==> config.mk <==
export PLATFORM = sky130hd
export DESIGN_NAME = cnt_day
export DESIGN_NICKNAME = d
export VERILOG_FILES = /design/src/rtl/cnt_day.sv
export SDC_FILE = /design/constraint.sdc
export NUM_CORES = 1
export LEC_CHECK = 0
export BUFFER_PORTS_ARGS = -buffer_cell sky130_fd_sc_hd__buf_2
export CAP_MARGIN = 5
export CORE_MARGIN = 2
export CORE_UTILIZATION = 63
export CTS_CLUSTER_SIZE = 40
export DETAILED_ROUTE_END_ITERATION = 12
export PLACE_DENSITY = 0.88
export SLEW_MARGIN = 0
export SYNTH_ARGS = -nofsm -noshare
export SYNTH_HDL_FRONTEND = slang
export SYNTH_SLANG_ARGS = --single-unit
==> constraint.sdc <==
create_clock -name clk -period 14.8 [get_ports clk]
set_input_delay 2.96 -clock clk [delete_from_list [all_inputs] [get_ports clk]]
set_output_delay 2.96 -clock clk [all_outputs]
set_load 0.05 [all_outputs]
==> src/rtl/cnt_day.sv <==
// Day-of-month counter (leap-aware), 1-cycle latency from pulse_1d/button edge to cnt_d.
// No backpressure: pulse_1mo is a combinational same-cycle strobe to the month counter.
module cnt_day (
    input  logic        clk,
    input  logic        rst,
    input  logic        pulse_1d,
    input  logic        increase_d,
    input  logic        decrease_d,
    input  logic        enable_cnt_d,
    input  logic [5:0]  cnt_mo,
    input  logic [11:0] cnt_y,
    output logic [5:0]  cnt_d,
    output logic        pulse_1mo
);

    logic [5:0] cnt, cnt_nxt;
    logic       pre_inc, pre_inc_nxt;
    logic       pre_dec, pre_dec_nxt;
    logic       leap;
    logic [5:0] dim;
    logic       btn_act;

    assign leap = ((cnt_y[1:0] == 2'b00) && ((cnt_y % 12'd100) != 12'd0)) ||
                  ((cnt_y % 12'd400) == 12'd0);

    always_comb begin
        dim = 6'd31;
        case (cnt_mo)
            6'd4, 6'd6, 6'd9, 6'd11: dim = 6'd30;
            6'd2:                    dim = leap ? 6'd29 : 6'd28;
            default:                 dim = 6'd31;
        endcase
    end

    always_comb begin
        cnt_nxt     = cnt;
        pre_inc_nxt = pre_inc;
        pre_dec_nxt = pre_dec;
        btn_act     = 1'b0;
        if (enable_cnt_d) begin
            // Increase wins; a coincident decrease edge stays pending in pre_dec.
            if (increase_d != pre_inc) begin
                pre_inc_nxt = increase_d;
                if (!increase_d) begin
                    btn_act = 1'b1;
                    cnt_nxt = (cnt == dim) ? 6'd1 : cnt + 6'd1;
                end
            end else if (decrease_d != pre_dec) begin
                pre_dec_nxt = decrease_d;
                if (!decrease_d) begin
                    btn_act = 1'b1;
                    cnt_nxt = (cnt == 6'd1) ? dim : cnt - 6'd1;
                end
            end
            if (!btn_act && pulse_1d)
                cnt_nxt = (cnt == dim) ? 6'd1 : cnt + 6'd1;
        end
        // Clamp after a month/year change overrides any step but not edge tracking.
        if (cnt > dim)
            cnt_nxt = dim;
    end

    always_ff @(posedge clk or negedge rst) begin
        if (!rst) begin
            cnt     <= 6'd1;
            pre_inc <= 1'b1;
            pre_dec <= 1'b1;
        end else begin
            cnt     <= cnt_nxt;
            pre_inc <= pre_inc_nxt;
            pre_dec <= pre_dec_nxt;
        end
    end

    assign pulse_1mo = enable_cnt_d & pulse_1d & (cnt == dim);
    assign cnt_d     = cnt;

endmodule
Yosys cells after proc, flatten, opt, wreduce, memory -nomap -nowiden
Index checks and enable logic that the tools add are counted.
- bits in latches: 0
- memories: 0
- bits in read-only memories: 0
- bits in registers: 8
- RAM bits: 0
- output and inout bits: 7
- input bits: 24
- equal/unequal tests: 11
- bitwise operators: 3
- shift operators: 0
- divide/modulo/power cells: 2
- reductions and logical operators: 13
- magnitude comparators: 1
- $add $sub $neg: 2
- mux-type cells: 16
- multipliers: 0
- operators with widths (operator ; number):
    6-bit 2-to-1 mux ; 9
    6-bit by 3-bit equality test with 1-bit output, second input constant ; 2
    6-bit by 4-bit equality test with 1-bit output, second input constant ; 2
    12-bit zero test ; 1
    12-bit by 7-bit modulo with 12-bit output, second input constant ; 1
    12-bit by 9-bit modulo with 12-bit output, second input constant ; 1
    12-bit nonzero test ; 1
    6-bit by 1-bit adder with 6-bit output, second input constant ; 1
    6-bit by 1-bit equality test with 1-bit output, second input constant ; 1
    6-bit by 2-bit equality test with 1-bit output, second input constant ; 1
    6-bit equality test ; 1
    6-bit greater-than comparator ; 1
    1-bit 2-to-1 mux ; 6
    6-bit by 1-bit subtractor with 6-bit output, second input constant ; 1
    4-bit by 1-bit inequality test with 1-bit output, second input constant ; 1
    4-bit by 2-bit inequality test with 1-bit output, second input constant ; 1
    2-bit case mux with 2 select lines ; 1
    4-bit AND reduction ; 1
    4-bit nonzero test ; 1
    4-bit OR reduction ; 1
    3-bit AND reduction ; 1
    1-bit bitwise AND ; 2
    1-bit logical AND ; 2
    2-bit zero test ; 1
    other kinds (6) ; 7

Depth between registers and ports, before layout
Gate-level depths: netlist of run 1.
- depth after elaboration: 13
- gate-level depth with buffers: 24
- depth with buffers taken out: 22

Least setup slack after synthesis of run 1
Ideal clock, no wire load.
- path kind: input port to output port
- start point: input cnt_y[8]
- end point: output pulse_1mo
- buffers on the path: 2
- path slack: 4508 ps
- data arrival time: 7332 ps
- stages: 19
- cell sequence: buf_4 nor4_4 or4_4 a221oi_2 mux2i_1 o22a_4 a21oi_4 o211ai_1 a22o_1 and3_4 o22ai_4 mux2i_1 nand2_1 a32oi_1 ha_1 nand2_1 or3_1 clkbuf_1 nor3_1
- word-level cells in the longest chain between the ends: 8
- elaborated cells between the ends (all ways): 10
- classes of those cells: div (2); eq/ne (1); mux (2); bitwise (1); reduce/logical (4)
- ends and longest elaborated chain (what ; RTL line ; RTL):
    start: declaration ; 11 ; input logic [11:0] cnt_y,
    12-bit by 7-bit modulo with 12-bit output ; 23 ; assign leap = ((cnt_y[1:0] == 2'b00) && ((cnt_y % 12'd100) != 12'd0)) ||
    12-bit nonzero test ; 23 ;
    1-bit logical AND ; 23 ;
    1-bit logical OR (*) ; 23 ;
    1-bit 2-to-1 mux (*) ; 30 ; 6'd2: dim = leap ? 6'd29 : 6'd28;
    2-bit case mux with 2 select lines (*) ; 28 ; case (cnt_mo)
    6-bit equality test (*) ; 75 ; assign pulse_1mo = enable_cnt_d & pulse_1d & (cnt == dim);
    1-bit bitwise AND (*) ; 75 ;
    end: declaration ; 13 ; output logic pulse_1mo
Mark *: on every way between the ends. The rest lies on a longest branch, timed or not.

Worst setup path in the final report of run 1
Same ends and word-level chain as after synthesis.

==> results of run 1 <==
-- cell usage in the layout, fill, tap and decap left out, types with 3 or more instances in the layout --
cell type / synthesis / routed
buf_2: 5 / 30
nand2_1: 28 / 28
nor2_1: 23 / 23
o21ai_0: 19 / 19
inv_1: 15 / 15
a21oi_1: 15 / 15
nand3_1: 14 / 14
o211ai_1: 7 / 7
ha_1: 7 / 7
nand2b_1: 6 / 6
mux2i_1: 6 / 6
nand3b_1: 5 / 5
nor3_1: 5 / 5
dfrtp_1: 5 / 5
a21o_1: 4 / 4
o31ai_1: 4 / 4
nor2b_1: 4 / 4
o21a_1: 4 / 4
o22ai_1: 4 / 4
o211a_1: 3 / 3
a22o_1: 3 / 3
a211o_1: 3 / 3
a221oi_2: 3 / 3
and3_1: 3 / 3
clkbuf_4: 0 / 3
dfstp_2: 3 / 3
-- worst reg2reg max path: cells and delay by family (launching register included) --
kind / cells / cell delay [ps]
fa+ha+maj: 1 / 390
simple gates: 3 / 450
mux: 1 / 210
buf+inv: 1 / 40
flops: 1 / 520
compound gates: 4 / 710
-- sequential cells by signal (all words and copies together) (netlist names) --
| name | count |
|---|---|
| pre_dec | 1 |
| pre_inc | 1 |
| cnt_d | 6 |
-- power groups by stage --
stage | Combinational [mW] | Clock, mW | Sequential, mW
floorplan | 0.140 | 0 | 0.0698
global placement | 0.187 | 0 | 0.0533
detailed placement | 0.192 | 0 | 0.0546
CTS | 0.193 | 0.0189 | 0.0540
global route | 0.215 | 0.0203 | 0.0563
finish | 0.195 | 0.0193 | 0.0548
-- layout make-up --
cell class                 count  area [µm²]
clock buffer                   4        26.3
fill                         269         903
inverter                      16        60.1
multi-input combinational    232        1680
sequential                     8         204
tap                           44        55.1
timing repair buffer          30         150
-- per-stage QoR --
stage | setup slack (ps) | hold slack, ps
2_1_floorplan | 4510 | 460
3_3_place_gp | 4690 | 483
3_5_place_dp | 4620 | 502
4_1_cts | 4600 | 511
5_1_grt | 4200 | 533
6_report | 4570 | 504
-- worst max path at each step --
stage	startpoint	end	depth (start not counted)
3_5_place_dp	cnt_y[11]	pulse_1mo	19
6_report	cnt_y[8]	pulse_1mo	19
5_1_grt	cnt_y[7]	pulse_1mo	19
3_3_place_gp	cnt_y[11]	pulse_1mo	19
4_1_cts	cnt_y[11]	pulse_1mo	19
2_1_floorplan	cnt_y[8]	pulse_1mo	19
-- kinds of logic (layout without fill, tap and decap cells) --
| logic type | count (synthesis) | count (layout) |
|---|---|---|
| flip-flops | 8 | 8 |
| XOR/XNOR | 5 | 5 |
| multiplexers | 9 | 9 |
| buffers and inverters | 33 | 50 |
| AND/OR/NAND/NOR | 105 | 105 |
| AO/OA/AOI/OAI | 106 | 106 |
| adder cells (fa/ha/maj) | 7 | 7 |
-- routing by layer --
layer / vias up / track usage, % / share of wire [%] / wire [µm]
li1: 1069 / - / - / -
met1: 1031 / 35.4 / 45 / 2140
met2: 77 / 46.2 / 50 / 2350
met3: 3 / 2.31 / 4.7 / 221
met4: 0 / 7.45 / 0.59 / 28
met5: - / 0 / 0 / 0
==> out/metrics.yaml, run 1 <==
grt-ovfl-total: 0
die_y_um: 61.2
io_pins: 31
die-area_um2: 3750
synth-async-reset-ratio_pct: 100
yosysUniqueCellTypes: 74
synth-simple-area-share_pct: 27.5
cts_root_buffer: "clkbuf_4"
final.setup.tns_ps: 0
dpl.hpwl_um: 3630
dieWidth_um: 61.2
wl_per_cell_um: 14.2
post_dp_cell_area_um2: 2150
hold_path_depth: 2
n_antenna_cell: 0
drc_errors: 0
grt_max_degree: 26
start_util_pct: 67.0
yosys_most_used_dff: "dfrtp_1"
yosys.cell_count.top_type: "nand2_1"
clkTransAtPathRegs_ps: 50
synthMuxAreaShare_pct: 4.73
crit_family: "compound AO/OA/AOI/OAI gates"
drt_iter0_drc: 170
crit_chain: "buf_2 -> nor2_1 -> o32ai_1 -> a211oi_4 -> a221oi_1 -> a211oi_2 -> a21oi_4 -> o211ai_1 -> a22o_1 -> and3_4 -> o22ai_4 -> mux2i_1 -> nand2_1 -> a32oi_1 -> ha_1 -> nand2_1 -> or3_1 -> nor3_1 -> buf_2"
io_buffer_count: 30
power_frac_comb_pct: 72.5
synth_area_leader_cell: "dfrtp_1"
worst-path-buf-inv: 2
viasPerCell: 6.53
p_seq_share_pct: 20.4
wl_um: 4740
critPathMaxFanout: 17
cts_buffers: 3
first_global_vias: 1829
syn_to_final_growth_pct: 5.46
clock_sinks: 8
synth_edf_count: 0
route.vias.total: 2180
fp-row-count: 20
post_cts_buffers: 0
synth_top_family_by_area: "compound AO/OA/AOI/OAI gates"
r2r_start: "pre_inc"
p_int_mw: 0.121
hold_start: "pre_dec"
placed_cells: 330
cts_max_path_buffers: 2
path_class: "in -> out"
synth_area_per_cell_um2: 7.55
final_hold_viol_count: 0
rrSetupSlack_ps: 12380
fmax_mhz: 97.8
core-area_um2: 3080
synth_xor_area_share_pct: 3.03
ys_seq_area_share_pct: 9.89
ir_drop_mv: 0.0570
synthesis.area_um2: 2060
hold_path_class: "reg -> reg"
synth_warnings: 0
slew_violations: 0
final_area_um2: 2170
postRouteAntennaNets: 0
cts-resized-gates: 0
firstDrtPassIters: 5
gp_congestion: 0.888
r2r-end: "cnt_d[0]"
rsz0062_at_grt: "false"
ys_ff_latch: 8
power_mw: 0.269
end_kind: "output port"
leakagePower_nw: 0.941
drive_gt1_share_pct: 23.4
syn_nets: 304
clkPwrFrac_pct: 7.2
finClkSkew_ps: 4.51
required_ps: 11840
finalNetCount: 322
tightest_slew_ps: 579
worstPathArrival_ps: 7270
grt_pass1_wl_um: 7910
track_usage_pct: 26.7
final_util_pct: 70.7
syn_inst: 273
setup_viol_count_final: 0
synth_compound_area_share_pct: 41.9
cpMaxStageDelayCell: "o32ai_1"
power.density_nw_per_um2: 124
critPathMaxStageDelay_ps: 540
p_sw_share_pct: 55.1
clkLatencyLatePin_ps: 270
p_sw_mw: 0.148
yosys-top-cells-area: "dfrtp_1, nand2_1, o21ai_0"
synth_top_area_share_pct: 6.07
post-route-min-period_ps: 10230
final-instance-count-excl-fill: 334
antenna_found_initial: 0
synthTopCellsByCount: "nand2_1, nor2_1, o21ai_0"
maxCapViolations: 0
start_kind: "input port"
cts_tree: "yes"
status: "finished clean"
synth_fa_ha_area_share_pct: 4.25
max-slew-margin-rel_pct: 61.1
r2r_cells: 10
final.period_utilization_pct: 69.1
hold_buffers: 0
min_to: "pre_dec"
htree_num_levels: 1
(Power assumes the default switching activity.)
==> inputs of run 2 (changes only) <==
--- a/config.mk
+++ b/config.mk
@@ -5,13 +5,14 @@
 export SDC_FILE = /design/constraint.sdc
 export NUM_CORES = 1
 export LEC_CHECK = 0
+export ABC_AREA = 1
 export BUFFER_PORTS_ARGS = -buffer_cell sky130_fd_sc_hd__buf_2
 export CAP_MARGIN = 5
 export CORE_MARGIN = 2
-export CORE_UTILIZATION = 63
+export CORE_UTILIZATION = 57
 export CTS_CLUSTER_SIZE = 40
 export DETAILED_ROUTE_END_ITERATION = 12
-export PLACE_DENSITY = 0.88
+export PLACE_DENSITY = 0.83
 export SLEW_MARGIN = 0
 export SYNTH_ARGS = -nofsm -noshare
 export SYNTH_HDL_FRONTEND = slang
==> constraint.sdc (replaced) <==
create_clock -name clk -period 10 [get_ports clk]
set_input_delay 2 -clock clk [delete_from_list [all_inputs] [get_ports clk]]
set_output_delay 2 -clock clk [all_outputs]
set_load 0.05 [all_outputs]
==> run 2 against run 1 <==
Net effect:
- final area down 15%
- synthesized cell count increased by 8.4%
- total power rose by 49%
- wire length fell by 22%
- setup slack got worse by 2100 ps
- critical endpoint unchanged
- first-iteration DRC count is 46% lower
- via count down 12%
- combinational power increased by 54%
- largest cell class unchanged
- register-to-register slack got worse by 4600 ps
- sequential power is 32% higher
- critical path type unchanged
- sequential share of layout area is 1.6 points higher
- clock-buffer cell count unchanged
==> out/metrics.yaml, run 2 <==
fillCellCount: 270  # +0.37%
cts_buffers: 3  # unchanged
finalNetCount: 360  # +12%
postRouteAntennaNets: 0  # unchanged
required_ps: 8000  # -3840 ps
ys_ff_latch: 8  # unchanged
synth_warnings: 0  # unchanged
grt_pass1_wl_um: 6420  # -19%
hold_buffers: 0  # unchanged
p_sw_mw: 0.233  # +57%
worstPathArrival_ps: 5570  # -1700 ps
slew_violations: 0  # unchanged
cts_max_path_buffers: 2  # unchanged
fmax_mhz: 132
min_to: "pre_inc"
cts_tree: "yes"
placed_cells: 355  # +7.6%
synth_top_family_by_area: "simple AND/OR/NAND/NOR gates"
synth_edf_count: 0  # unchanged
clock_sinks: 8  # unchanged
syn_inst: 296  # +8.4%
synthTopCellsByCount: "nand2_1, inv_1, nor2_1"
synth_area_per_cell_um2: 5.56  # -26%
grt_max_degree: 10  # -62%
cpMaxStageDelayCell: "a21oi_1"
r2r-end: "cnt_d[2]"
yosysUniqueCellTypes: 31  # -58%
p_int_mw: 0.167  # +38%
syn_nets: 327  # +7.6%
rrSetupSlack_ps: 7790  # -4590 ps
synth_area_leader_cell: "nand2_1"
synth-simple-area-share_pct: 51.7  # +24 points
ys_seq_area_share_pct: 12.4  # +2.5 points
final_common_cell: "nand2_1"
cts_root_buffer: "clkbuf_4"
leakagePower_nw: 1.11  # +17%
core-area_um2: 2760  # -10%
synth-async-reset-ratio_pct: 100  # unchanged
post_cts_buffers: 0  # unchanged
critPathMaxStageDelay_ps: 290  # -250 ps
io_buffer_count: 30  # unchanged
htree_num_levels: 1  # unchanged
cts-resized-gates: 0  # unchanged
p_sw_share_pct: 58.3  # +3.2 points
clkTransAtPathRegs_ps: 50  # about the same
synth_fa_ha_area_share_pct: 5.32  # +1.1 points
firstDrtPassIters: 6  # +1
start_kind: "input port"
maxCapViolations: 0  # unchanged
synthesis.area_um2: 1650  # -20%
hold_path_class: "reg -> reg"
synth_top_area_share_pct: 18.7  # +13 points
r2r_start: "pre_inc"
end_kind: "output port"
yosys_most_used_dff: "dfrtp_1"
hold_path_depth: 2  # unchanged
clkPwrFrac_pct: 6.7  # -0.5 points
power.density_nw_per_um2: 216  # +74%
drc_errors: 0  # unchanged
antenna_found_initial: 0  # unchanged
wl_per_cell_um: 10.3  # -28%
grt-ovfl-total: 0  # unchanged
finClkSkew_ps: 6.75  # +2.24 ps
setup_viol_count_final: 0  # unchanged
post-route-min-period_ps: 7570
first_global_vias: 1612  # -12%
drive_gt1_share_pct: 22.3  # -1.2 points
drt_iter0_drc: 91  # -46%
yosys.cell_count.top_type: "nand2_1"
final_hold_viol_count: 0  # unchanged
critPathMaxFanout: 6  # -11
dieWidth_um: 57.7  # -5.7%
die-area_um2: 3330  # -11%
dpl.hpwl_um: 3060  # -16%
r2r_cells: 9  # -1
fp-row-count: 19  # -5.0%
path_class: "in -> out"
gp_congestion: 0.927  # +4.4%
final.period_utilization_pct: 75.7
syn_to_final_growth_pct: 12.6
hold_start: "pre_inc"
die_y_um: 57.7  # -5.7%
route.vias.total: 1909  # -12%
final-instance-count-excl-fill: 359  # +7.5%
n_antenna_cell: 0  # unchanged
ir_drop_mv: 0.298  # +420%
power_frac_comb_pct: 75.2  # +2.7 points
clkLatencyLatePin_ps: 260  # about the same
start_util_pct: 59.7  # -7.3 points
wl_um: 3680  # -22%
largest_reg_flops: 6  # unchanged
synthMuxAreaShare_pct: 0  # -4.7 points
yosys-top-cells-area: "nand2_1, inv_1, dfrtp_1"
viasPerCell: 5.32  # -19%
layout_common_cells: "nand2_1, inv_1, nor2_1"
final.setup.tns_ps: 0  # unchanged
synth_xor_area_share_pct: 3.19  # +0.16 points
tightest_slew_ps: 341  # -238 ps
io_pins: 31  # unchanged
synth_compound_area_share_pct: 14.2  # -28 points
rsz0062_at_grt: "false"
max-slew-margin-rel_pct: 77.2  # +16 points
track_usage_pct: 23.0  # -3.7 points
p_seq_share_pct: 18.1  # -2.3 points
status: "finished clean"
==> run 2: metal layers <==
| metal | wire length [µm] | GRT usage [%] | up-vias |
|---|---|---|---|
| li1 | - | - | 1025 |
| met1 | 1770 | 32.4 | 830 |
| met2 | 1720 | 38.8 | 54 |
| met3 | 191 | 3.35 | 0 |
| met4 | 0 | 1.99 | 0 |
| met5 | 0 | 0 | - |
==> run 2: kinds of logic (layout without fill, tap and decap cells) <==
kind of cell	Yosys count	after routing
compound gates	39	39
xor+xnor	6	6
fa+ha+maj	7	7
buf+inv	58	90
flops	8	8
simple gates	178	178
==> run 2: worst max-delay path by stage <==
| stage | from | endpoint | slack [ps] | cells after the start |
|---|---|---|---|---|
| after floorplan | cnt_y[11] | pulse_1mo | 2690 | 30 |
| after global placement | cnt_y[10] | pulse_1mo | 2570 | 31 |
| after detailed placement | cnt_y[10] | pulse_1mo | 2440 | 33 |
| after CTS | cnt_y[10] | pulse_1mo | 2440 | 33 |
| after global routing | cnt_y[10] | pulse_1mo | 1930 | 33 |
| final | cnt_y[10] | pulse_1mo | 2430 | 33 |
==> run 2: worst max-delay path, delay by kind of cell <==
kind	cells	cell delay, ps
adders and majority gates	1	260
buffers and inverters	4	500
AOI/OAI and AO/OA	1	290
and+or+nand+nor	27	2510
==> run 2: power by group through the flow <==
stage          clock network, mW  registers, mW  logic, mW
5_1_grt                   0.0293         0.0750      0.340
3_3_place_gp                   0         0.0723      0.295
3_5_place_dp                   0         0.0724      0.297
2_1_floorplan                  0         0.0971      0.213
6_report                  0.0266         0.0725      0.301
4_1_cts                   0.0270         0.0719      0.298
==> run 2: area by class of cell <==
cell class,count,area (µm²),share of cell area (%)
clock buffers,4,26.3,1.42
inverters,56,210,11.3
multi-input cells,230,1220,66.1
flip-flops and latches,8,204,11.0
well taps,31,38.8,2.09
repair buffers,30,150,8.10
==> run 2: per-stage QoR <==
stage                     util (%)  hold WS (ps)  worst slack, ps  cell area, µm²  power [mW]
after floorplan                  -           454             2690            1650       0.310
after global placement        66.3           479             2570            1830       0.367
after detailed placement      66.3           488             2440            1830       0.369
after CTS                     67.2           495             2440            1850       0.397
after global routing          67.2           531             1930            1850       0.444
final                         67.2           495             2430            1850       0.400
